### config.mk
export PLATFORM = sky130hd
export DESIGN_NAME = usart_tx_arbiter_flat
export DESIGN_NICKNAME = d
export VERILOG_FILES = /design/src/rtl/usart_tx_arbiter_if.sv /design/src/rtl/usart_tx_arbiter.sv /design/src/flat_wrapper.sv
export SDC_FILE = /design/constraint.sdc
export NUM_CORES = 1
export LEC_CHECK = 0
export ABC_CLOCK_PERIOD_IN_PS = 1650
export BUFFER_PORTS_ARGS = -buffer_cell sky130_fd_sc_hd__buf_2
export CORE_ASPECT_RATIO = 0.7
export CORE_MARGIN = 2
export CORE_UTILIZATION = 41
export CTS_BUF_LIST = sky130_fd_sc_hd__clkbuf_8 sky130_fd_sc_hd__clkbuf_16
export DETAILED_ROUTE_END_ITERATION = 8
export HOLD_SLACK_MARGIN = 0.06
export PLACE_DENSITY = 0.75
export RECOVER_POWER = 100
export SLEW_MARGIN = 20
export SYNTH_ARGS = -nofsm -noshare
export SYNTH_HDL_FRONTEND = slang
export SYNTH_SLANG_ARGS = --single-unit
### constraint.sdc
create_clock -name CLK -period 1.65 [get_ports CLK]
set_clock_uncertainty 0.05 [all_clocks]
set_input_delay 0.165 -clock CLK [delete_from_list [all_inputs] [get_ports CLK]]
set_output_delay 0.165 -clock CLK [all_outputs]
set_load 0.03 [all_outputs]
### src/rtl/usart_tx_arbiter_if.sv
// ---------------------------------------------------------------------------
// usart_tx_arbiter_if
// Bundle of the producer-side handshake and the USART transmitter-side
// signals used by usart_tx_arbiter.
//
// Handshake: a requester raises req_valid[i] with req_data[i*DATA_W +: DATA_W]
// and holds both until req_ready[i] pulses for one cycle (byte accepted).
// req_valid still high after that pulse offers the next byte. Dropping
// req_valid before req_ready withdraws the request. req_done[i] pulses once
// when the byte has left the transmitter; it does not pulse on a timeout.
//
// Signals:
//   req_valid   : requester i has a byte pending
//   req_data    : packed bytes, requester i at [i*DATA_W +: DATA_W]
//   req_lock    : requester i wants to keep the grant after this byte
//   req_ready   : one-hot, one-cycle byte-accepted pulse
//   req_done    : one-hot, one-cycle byte-finished pulse
//   grant       : one-hot current owner, zero when idle
//   Data_Tx     : byte presented to the USART
//   tx_start    : one-cycle start strobe to the USART
//   tx_busy     : USART transmitter busy flag
//   err_timeout : one-cycle pulse when tx_busy never rose after a start
//
// Modports:
//   slave  : the arbiter
//   master : producers plus the USART (the surrounding environment)
// ---------------------------------------------------------------------------
interface usart_tx_arbiter_if #(
  parameter int N_REQ  = 4,
  parameter int DATA_W = 8
);
  logic [N_REQ-1:0]        req_valid;
  logic [N_REQ*DATA_W-1:0] req_data;
  logic [N_REQ-1:0]        req_lock;
  logic [N_REQ-1:0]        req_ready;
  logic [N_REQ-1:0]        req_done;
  logic [N_REQ-1:0]        grant;
  logic [DATA_W-1:0]       Data_Tx;
  logic                    tx_start;
  logic                    tx_busy;
  logic                    err_timeout;

  modport slave (
    input  req_valid, req_data, req_lock, tx_busy,
    output req_ready, req_done, grant, Data_Tx, tx_start, err_timeout
  );

  modport master (
    output req_valid, req_data, req_lock, tx_busy,
    input  req_ready, req_done, grant, Data_Tx, tx_start, err_timeout
  );
endinterface

### src/rtl/usart_tx_arbiter.sv
// ---------------------------------------------------------------------------
// usart_tx_arbiter
// Round-robin arbiter/sequencer sharing one USART transmitter among N_REQ
// byte producers. One byte per grant: the winner's byte is registered onto
// Data_Tx, a one-cycle tx_start is issued, then tx_busy is followed to
// completion. If tx_busy never rises within START_TO cycles the transfer is
// abandoned with an err_timeout pulse.
//
// Optional feature macro: USART_ARB_LOCK_EN
//   defined   : a requester holding req_lock keeps the grant across bytes
//               (packet-atomic), rotation resumes when the lock ends.
//   undefined : req_lock is ignored, rotation advances on every byte.
//
// Ports:
//   CLK         : clock, rising edge
//   CLR         : synchronous active-high reset
//   bus         : usart_tx_arbiter_if.slave (handshake + USART signals)
//   dbg_state_o : current FSM state (0 IDLE, 1 START, 2 WAIT_BUSY, 3 WAIT_DONE)
// ---------------------------------------------------------------------------
module usart_tx_arbiter #(
  parameter int N_REQ    = 4,
  parameter int DATA_W   = 8,
  parameter int START_TO = 16
) (
  input  logic                     CLK,
  input  logic                     CLR,
  usart_tx_arbiter_if.slave        bus,
  output logic [1:0]               dbg_state_o
);

  localparam int LW = $clog2(N_REQ);
  localparam int CW = $clog2(START_TO);
  localparam logic [CW-1:0] CNT_MAX  = CW'(START_TO - 1);
  // The timeout fires on the cycle the counter would step onto START_TO-1.
  localparam logic [CW-1:0] CNT_LAST = CW'(START_TO - 2);

  typedef enum logic [1:0] {
    IDLE      = 2'd0,
    START     = 2'd1,
    WAIT_BUSY = 2'd2,
    WAIT_DONE = 2'd3
  } state_t;

  state_t            state_q, state_d;
  logic [LW-1:0]     last_q, last_d;
  logic [LW-1:0]     owner_q, owner_d;
  logic [CW-1:0]     cnt_q, cnt_d;
  logic [N_REQ-1:0]  grant_q, grant_d;
  logic [N_REQ-1:0]  done_q, done_d;
  logic [DATA_W-1:0] data_q, data_d;
  logic              err_q, err_d;

  // Unpacked view of the packed request bytes so they can be selected by
  // requester index.
  logic [DATA_W-1:0] req_byte [N_REQ];
  for (genvar g = 0; g < N_REQ; g++) begin : g_bytes
    assign req_byte[g] = bus.req_data[g*DATA_W +: DATA_W];
  end

  // Round-robin search: first valid requester starting at last+1, wrapping.
  logic          found;
  logic [LW-1:0] win_idx;
  logic [LW-1:0] cand;

  always_comb begin
    found   = 1'b0;
    win_idx = '0;
    cand    = '0;
    for (int i = 1; i <= N_REQ; i++) begin
      cand = LW'((int'(last_q) + i) % N_REQ);
      if (!found && bus.req_valid[cand]) begin
        found   = 1'b1;
        win_idx = cand;
      end
    end
  end

`ifndef USART_ARB_LOCK_EN
  logic unused_lock;
  assign unused_lock = ^bus.req_lock;
`endif

  always_ff @(posedge CLK) begin
    if (CLR) begin
      state_q <= IDLE;
      last_q  <= LW'(N_REQ - 1);
      owner_q <= '0;
      cnt_q   <= '0;
      grant_q <= '0;
      done_q  <= '0;
      data_q  <= '0;
      err_q   <= 1'b0;
    end else begin
      state_q <= state_d;
      last_q  <= last_d;
      owner_q <= owner_d;
      cnt_q   <= cnt_d;
      grant_q <= grant_d;
      done_q  <= done_d;
      data_q  <= data_d;
      err_q   <= err_d;
    end
  end

  always_comb begin
    state_d = state_q;
    last_d  = last_q;
    owner_d = owner_q;
    cnt_d   = cnt_q;
    grant_d = grant_q;
    data_d  = data_q;
    done_d  = '0;
    err_d   = 1'b0;

    unique case (state_q)
      IDLE: begin
        // A busy transmitter in IDLE is a foreign or residual transfer;
        // hold off until it drains.
        if (!bus.tx_busy && found) begin
          owner_d          = win_idx;
          grant_d          = '0;
          grant_d[win_idx] = 1'b1;
          data_d           = req_byte[win_idx];
          state_d          = START;
        end
      end

      START: begin
        cnt_d   = '0;
        state_d = WAIT_BUSY;
      end

      WAIT_BUSY: begin
        if (bus.tx_busy) begin
          state_d = WAIT_DONE;
        end else begin
          if (cnt_q != CNT_MAX) begin
            cnt_d = cnt_q + 1'b1;
          end
          if (cnt_q == CNT_LAST) begin
            err_d   = 1'b1;
            last_d  = owner_q;
            grant_d = '0;
            state_d = IDLE;
          end
        end
      end

      WAIT_DONE: begin
        if (!bus.tx_busy) begin
          done_d = grant_q;
`ifdef USART_ARB_LOCK_EN
          // Locked owner with another byte ready: skip arbitration and keep
          // last unchanged so rotation resumes after the packet.
          if (bus.req_lock[owner_q] && bus.req_valid[owner_q]) begin
            data_d  = req_byte[owner_q];
            state_d = START;
          end else begin
            last_d  = owner_q;
            grant_d = '0;
            state_d = IDLE;
          end
`else
          last_d  = owner_q;
          grant_d = '0;
          state_d = IDLE;
`endif
        end
      end

      default: state_d = IDLE;
    endcase
  end

  assign bus.tx_start    = (state_q == START);
  assign bus.req_ready   = (state_q == START) ? grant_q : '0;
  assign bus.req_done    = done_q;
  assign bus.grant       = grant_q;
  assign bus.Data_Tx     = data_q;
  assign bus.err_timeout = err_q;
  assign dbg_state_o     = state_q;

endmodule

### src/flat_wrapper.sv
// flat-port wrapper written by rule: the top's interface ports become plain ports
module usart_tx_arbiter_flat 
#(
  parameter int N_REQ    = 4,
  parameter int DATA_W   = 8,
  parameter int START_TO = 16
)
  (CLK, CLR, dbg_state_o, bus_req_valid, bus_req_data, bus_req_lock, bus_tx_busy, bus_req_ready, bus_req_done, bus_grant, bus_Data_Tx, bus_tx_start, bus_err_timeout);
  usart_tx_arbiter_if #(.N_REQ(N_REQ), .DATA_W(DATA_W)) bus_i ();
  input  logic CLK;
  input  logic CLR;
  output logic [1:0] dbg_state_o;
  input wire logic [$bits(bus_i.req_valid)-1:0] bus_req_valid;
  input wire logic [$bits(bus_i.req_data)-1:0] bus_req_data;
  input wire logic [$bits(bus_i.req_lock)-1:0] bus_req_lock;
  input wire logic [$bits(bus_i.tx_busy)-1:0] bus_tx_busy;
  output wire logic [$bits(bus_i.req_ready)-1:0] bus_req_ready;
  output wire logic [$bits(bus_i.req_done)-1:0] bus_req_done;
  output wire logic [$bits(bus_i.grant)-1:0] bus_grant;
  output wire logic [$bits(bus_i.Data_Tx)-1:0] bus_Data_Tx;
  output wire logic [$bits(bus_i.tx_start)-1:0] bus_tx_start;
  output wire logic [$bits(bus_i.err_timeout)-1:0] bus_err_timeout;
  assign bus_i.req_valid = bus_req_valid;
  assign bus_i.req_data = bus_req_data;
  assign bus_i.req_lock = bus_req_lock;
  assign bus_i.tx_busy = bus_tx_busy;
  assign bus_req_ready = bus_i.req_ready;
  assign bus_req_done = bus_i.req_done;
  assign bus_grant = bus_i.grant;
  assign bus_Data_Tx = bus_i.Data_Tx;
  assign bus_tx_start = bus_i.tx_start;
  assign bus_err_timeout = bus_i.err_timeout;
  usart_tx_arbiter #(.N_REQ(N_REQ), .DATA_W(DATA_W), .START_TO(START_TO)) u_core (.CLK(CLK), .CLR(CLR), .bus(bus_i), .dbg_state_o(dbg_state_o));
endmodule
==> results.sh <==
export IMPL_syn_nets=196
export IMPL_cts_hold_buf=0
export IMPL_fin_crit_sh_pct=100.8
export IMPL_routed_top_layer="met4"
export IMPL_worstPathMaxFanout=5
export IMPL_antenna_left=0
export IMPL_fin_crit_ns=1.663
export IMPL_pwr_share_comb_pct=31.4
export IMPL_drive_gt1_share_pct=45.19
export IMPL_hold_viol=0
export IMPL_portBuffers=62
export IMPL_p_leak_nw=0.8976
export IMPL_clkTransAtPathRegs_ns=0.09
export IMPL_max_cap_violations=0
export IMPL_core_area_mm2=0.003169
export IMPL_syn_to_final_growth_pct=54.31
export IMPL_cts_root_buf="clkbuf_8"
export IMPL_clock_fmax_ghz=0.6013
export IMPL_syn_instance_count=151
export IMPL_multi_input_area_um2=945.9
export IMPL_place_ws_ns=-0.04972
export IMPL_grt_setup_unrepaired="true"
export IMPL_worstMarginPinSlew_ns=0.4203
export IMPL_syn_area_mm2=0.001378
export IMPL_seq_area_frac_synth_pct=39.24
export IMPL_yosysUniqueCellTypes=40
export IMPL_met1Wirelength_um=2005
export IMPL_pwr_share_clk_pct=23.6
export IMPL_required_ns=1.75
export IMPL_hold_path_class="input pin to flip-flop"
export IMPL_vias_per_cell=5.253
export IMPL_fp_row_count=17
export IMPL_routed_wl_um=4068
export IMPL_dp_hpwl_um=2803
export IMPL_cp_end_kind="flip-flop"
export IMPL_async_flop_share_pct=0
export IMPL_setup_worst_path_class="flip-flop to flip-flop"
export IMPL_antenna_found_initial=0
export IMPL_die_w_um=73.28
export IMPL_syn_area_per_cell_um2=9.123
export IMPL_grt_pass1_vias=1361
export IMPL_n_fill_cell=271
export IMPL_drc=0
export IMPL_synth_area_leader_cell="dfxtp_1"
export IMPL_utilization_pct=67.07
export IMPL_reg2reg_depth=7
export IMPL_final_cells=277
export IMPL_ys_top_cells_by_count="dfxtp_1, a211oi_1, nor2_1, mux2i_1"
export IMPL_clock_latency_ns=0.27
export IMPL_grt_pass1_wl_um=5989
export IMPL_synth_most_common_cell="dfxtp_1"
export IMPL_numCtsBuffers=3
export IMPL_die_y_um=52.50
export IMPL_setup_ws_ns=-0.01305
export IMPL_synth_top_cell_area_share_pct=39.24
export IMPL_met2_length_um=1910
export IMPL_violations="negative setup slack"
export IMPL_pin_count=67
export IMPL_antennaDiodeCount=0
export IMPL_swShare_pct=32.22
export IMPL_ys_seq_elements=27
export IMPL_slew_headroom_pct=71.98
export IMPL_htree_levels=1
export IMPL_vdd_drop_max_v=0.0004280
export IMPL_hold_depth=3
export IMPL_layout_nets=285
export IMPL_grt_start_max_net_pins=25
export IMPL_seqPwrFrac_pct=45.0
export IMPL_power_per_cell_area_mw_per_mm2=747.3
export IMPL_p_sw_w=0.0005118
export IMPL_gr_usage_all_layers_pct=20.20
export IMPL_setup_violations=3
export IMPL_p_int_w=0.001077
export IMPL_max_clock_path_buffers=2
export IMPL_clkSinkCount=27
export IMPL_cts_tree="built"
export IMPL_synth_edf_count=0
export IMPL_setup_tns_ns=-0.02412
export IMPL_synth_main_ff_cell="dfxtp_1"
export IMPL_wl_met3_um=143
export IMPL_synthTopCellsByArea="dfxtp_1, a211oi_1, mux2i_1, nor3b_1, o21bai_1"
export IMPL_first_pass_iters=4
export IMPL_outcome="finished with violations"
export IMPL_overflow=0
export IMPL_vias=1455
export IMPL_setup_worst_path_start_class="flip-flop"
export IMPL_synth_warnings=0
export IMPL_initial_core_util_pct=43.47
export IMPL_maxSlewViolCount=0
export IMPL_die_area_mm2=0.003847
export IMPL_drt_iter0_markers=71
export IMPL_wl_per_cell_um=14.69
export IMPL_critical_path_arrival_ns=1.77
export IMPL_place_inst=268
export IMPL_regArea_um2=548.0
export IMPL_place_congestion=0.8109
==> critical path, cell delays in order, from the launching register on <==
cell and delay (ns):
dfxtp_4 0.38, mux2i_4 0.26, o22ai_4 0.12, buf_6 0.15
nor2_4 0.13, buf_4 0.15, mux2i_1 0.20, a211oi_1 0.10
==> state kept, by name, indices dropped and copies added (netlist names) <==
name and cells:
u_core.bus.err_timeout 1, u_core.cnt_q 4, u_core.last_q 2, u_core.bus.req_done 4, u_core.dbg_state_o 2, u_core.owner_q 2, u_core.bus.grant 4, u_core.bus.Data_Tx 8
==> placed cells by master, fill, tap and decap left out, types with 5 or more instances in the layout <==
master and instances:
nor2_1 11, a21oi_1 6, a211oi_1 11, nand2_1 5
buf_2 40, o21bai_1 7, dfxtp_1 23, clkbuf_1 20
mux2i_1 8, buf_4 24, nor3_1 7
==> cell type report <==
| class | count | share of cell area, % |
|---|---|---|
| Timing Repair Buffer | 90 | 24.13 |
| Tap cell | 38 | 2.237 |
| Clock buffer | 3 | 1.942 |
| Sequential cell | 27 | 25.78 |
| Multi-Input combinational cell | 113 | 44.50 |
| Clock inverter | 1 | 0.3531 |
| Inverter | 5 | 1.059 |
==> stage by stage <==
| stage | hold slack [ns] | power (W) | instance area, µm² |
|---|---|---|---|
| global placement | 0.4009 | 0.001155 | 1888 |
| detailed placement | 0.4019 | 0.001162 | 1888 |
| CTS | 0.1696 | 0.001545 | 1969 |
| finish | 0.1702 | 0.001589 | 2126 |
| global route | 0.1842 | 0.001666 | 2126 |
| floorplan | 0.1948 | 0.0009749 | 1390 |
==> worst paths after layout <==
path                                                startpoint                                  to  slack (ns)
worst max register to register   u_core.last_q[1]$_SDFFE_PP1P_  u_core.bus.Data_Tx[6]$_SDFFE_PP0P_       -0.01
worst max-delay path             u_core.last_q[1]$_SDFFE_PP1P_  u_core.bus.Data_Tx[6]$_SDFFE_PP0P_       -0.01
worst min-delay path                           bus_req_data[8]  u_core.bus.Data_Tx[0]$_SDFFE_PP0P_        0.17
worst min register to register  u_core.owner_q[1]$_SDFFE_PP0P_       u_core.last_q[1]$_SDFFE_PP1P_        0.43
==> repair_timing <==
item,4_1_cts,5_1_grt
pin swaps,1,14
gates resized for setup,8,31
setup endpoints to repair,9,16
gates cloned,0,1
setup buffers,0,4
==> routing by layer <==
metal  track usage [%]  vias up
met4             3.395        0
met1             27.67      692
met5                 0        -
met2             32.73       26
met3             4.808        2
li1                  -      735
==> power groups by stage <==
| stage | clock network [W] | logic (W) | registers [W] |
|---|---|---|---|
| 2_1_floorplan | 0 | 0.000182 | 0.000793 |
| 3_3_place_gp | 0 | 0.000429 | 0.000726 |
| 3_5_place_dp | 0 | 0.000435 | 0.000727 |
| 4_1_cts | 0.000385 | 0.000448 | 0.000712 |
| 5_1_grt | 0.000412 | 0.000536 | 0.000719 |
| 6_report | 0.000375 | 0.000499 | 0.000715 |
==> kinds of logic (layout without fill, tap and decap cells) <==
| logic type | after synthesis | after routing | share of synthesized area, % |
|---|---|---|---|
| xor gates and xnor gates | 2 | 2 | 1.272 |
| and+or+nand+nor | 53 | 54 | 21.35 |
| muxes | 9 | 9 | 6.540 |
| buffers and inverters | 12 | 99 | 4.178 |
| adders and majority gates | 2 | 2 | 1.816 |
| AOI/OAI and AO/OA | 46 | 46 | 25.61 |
| DFF | 27 | 27 | 39.24 |
No activity file was read; power rests on OpenSTA's default activity.
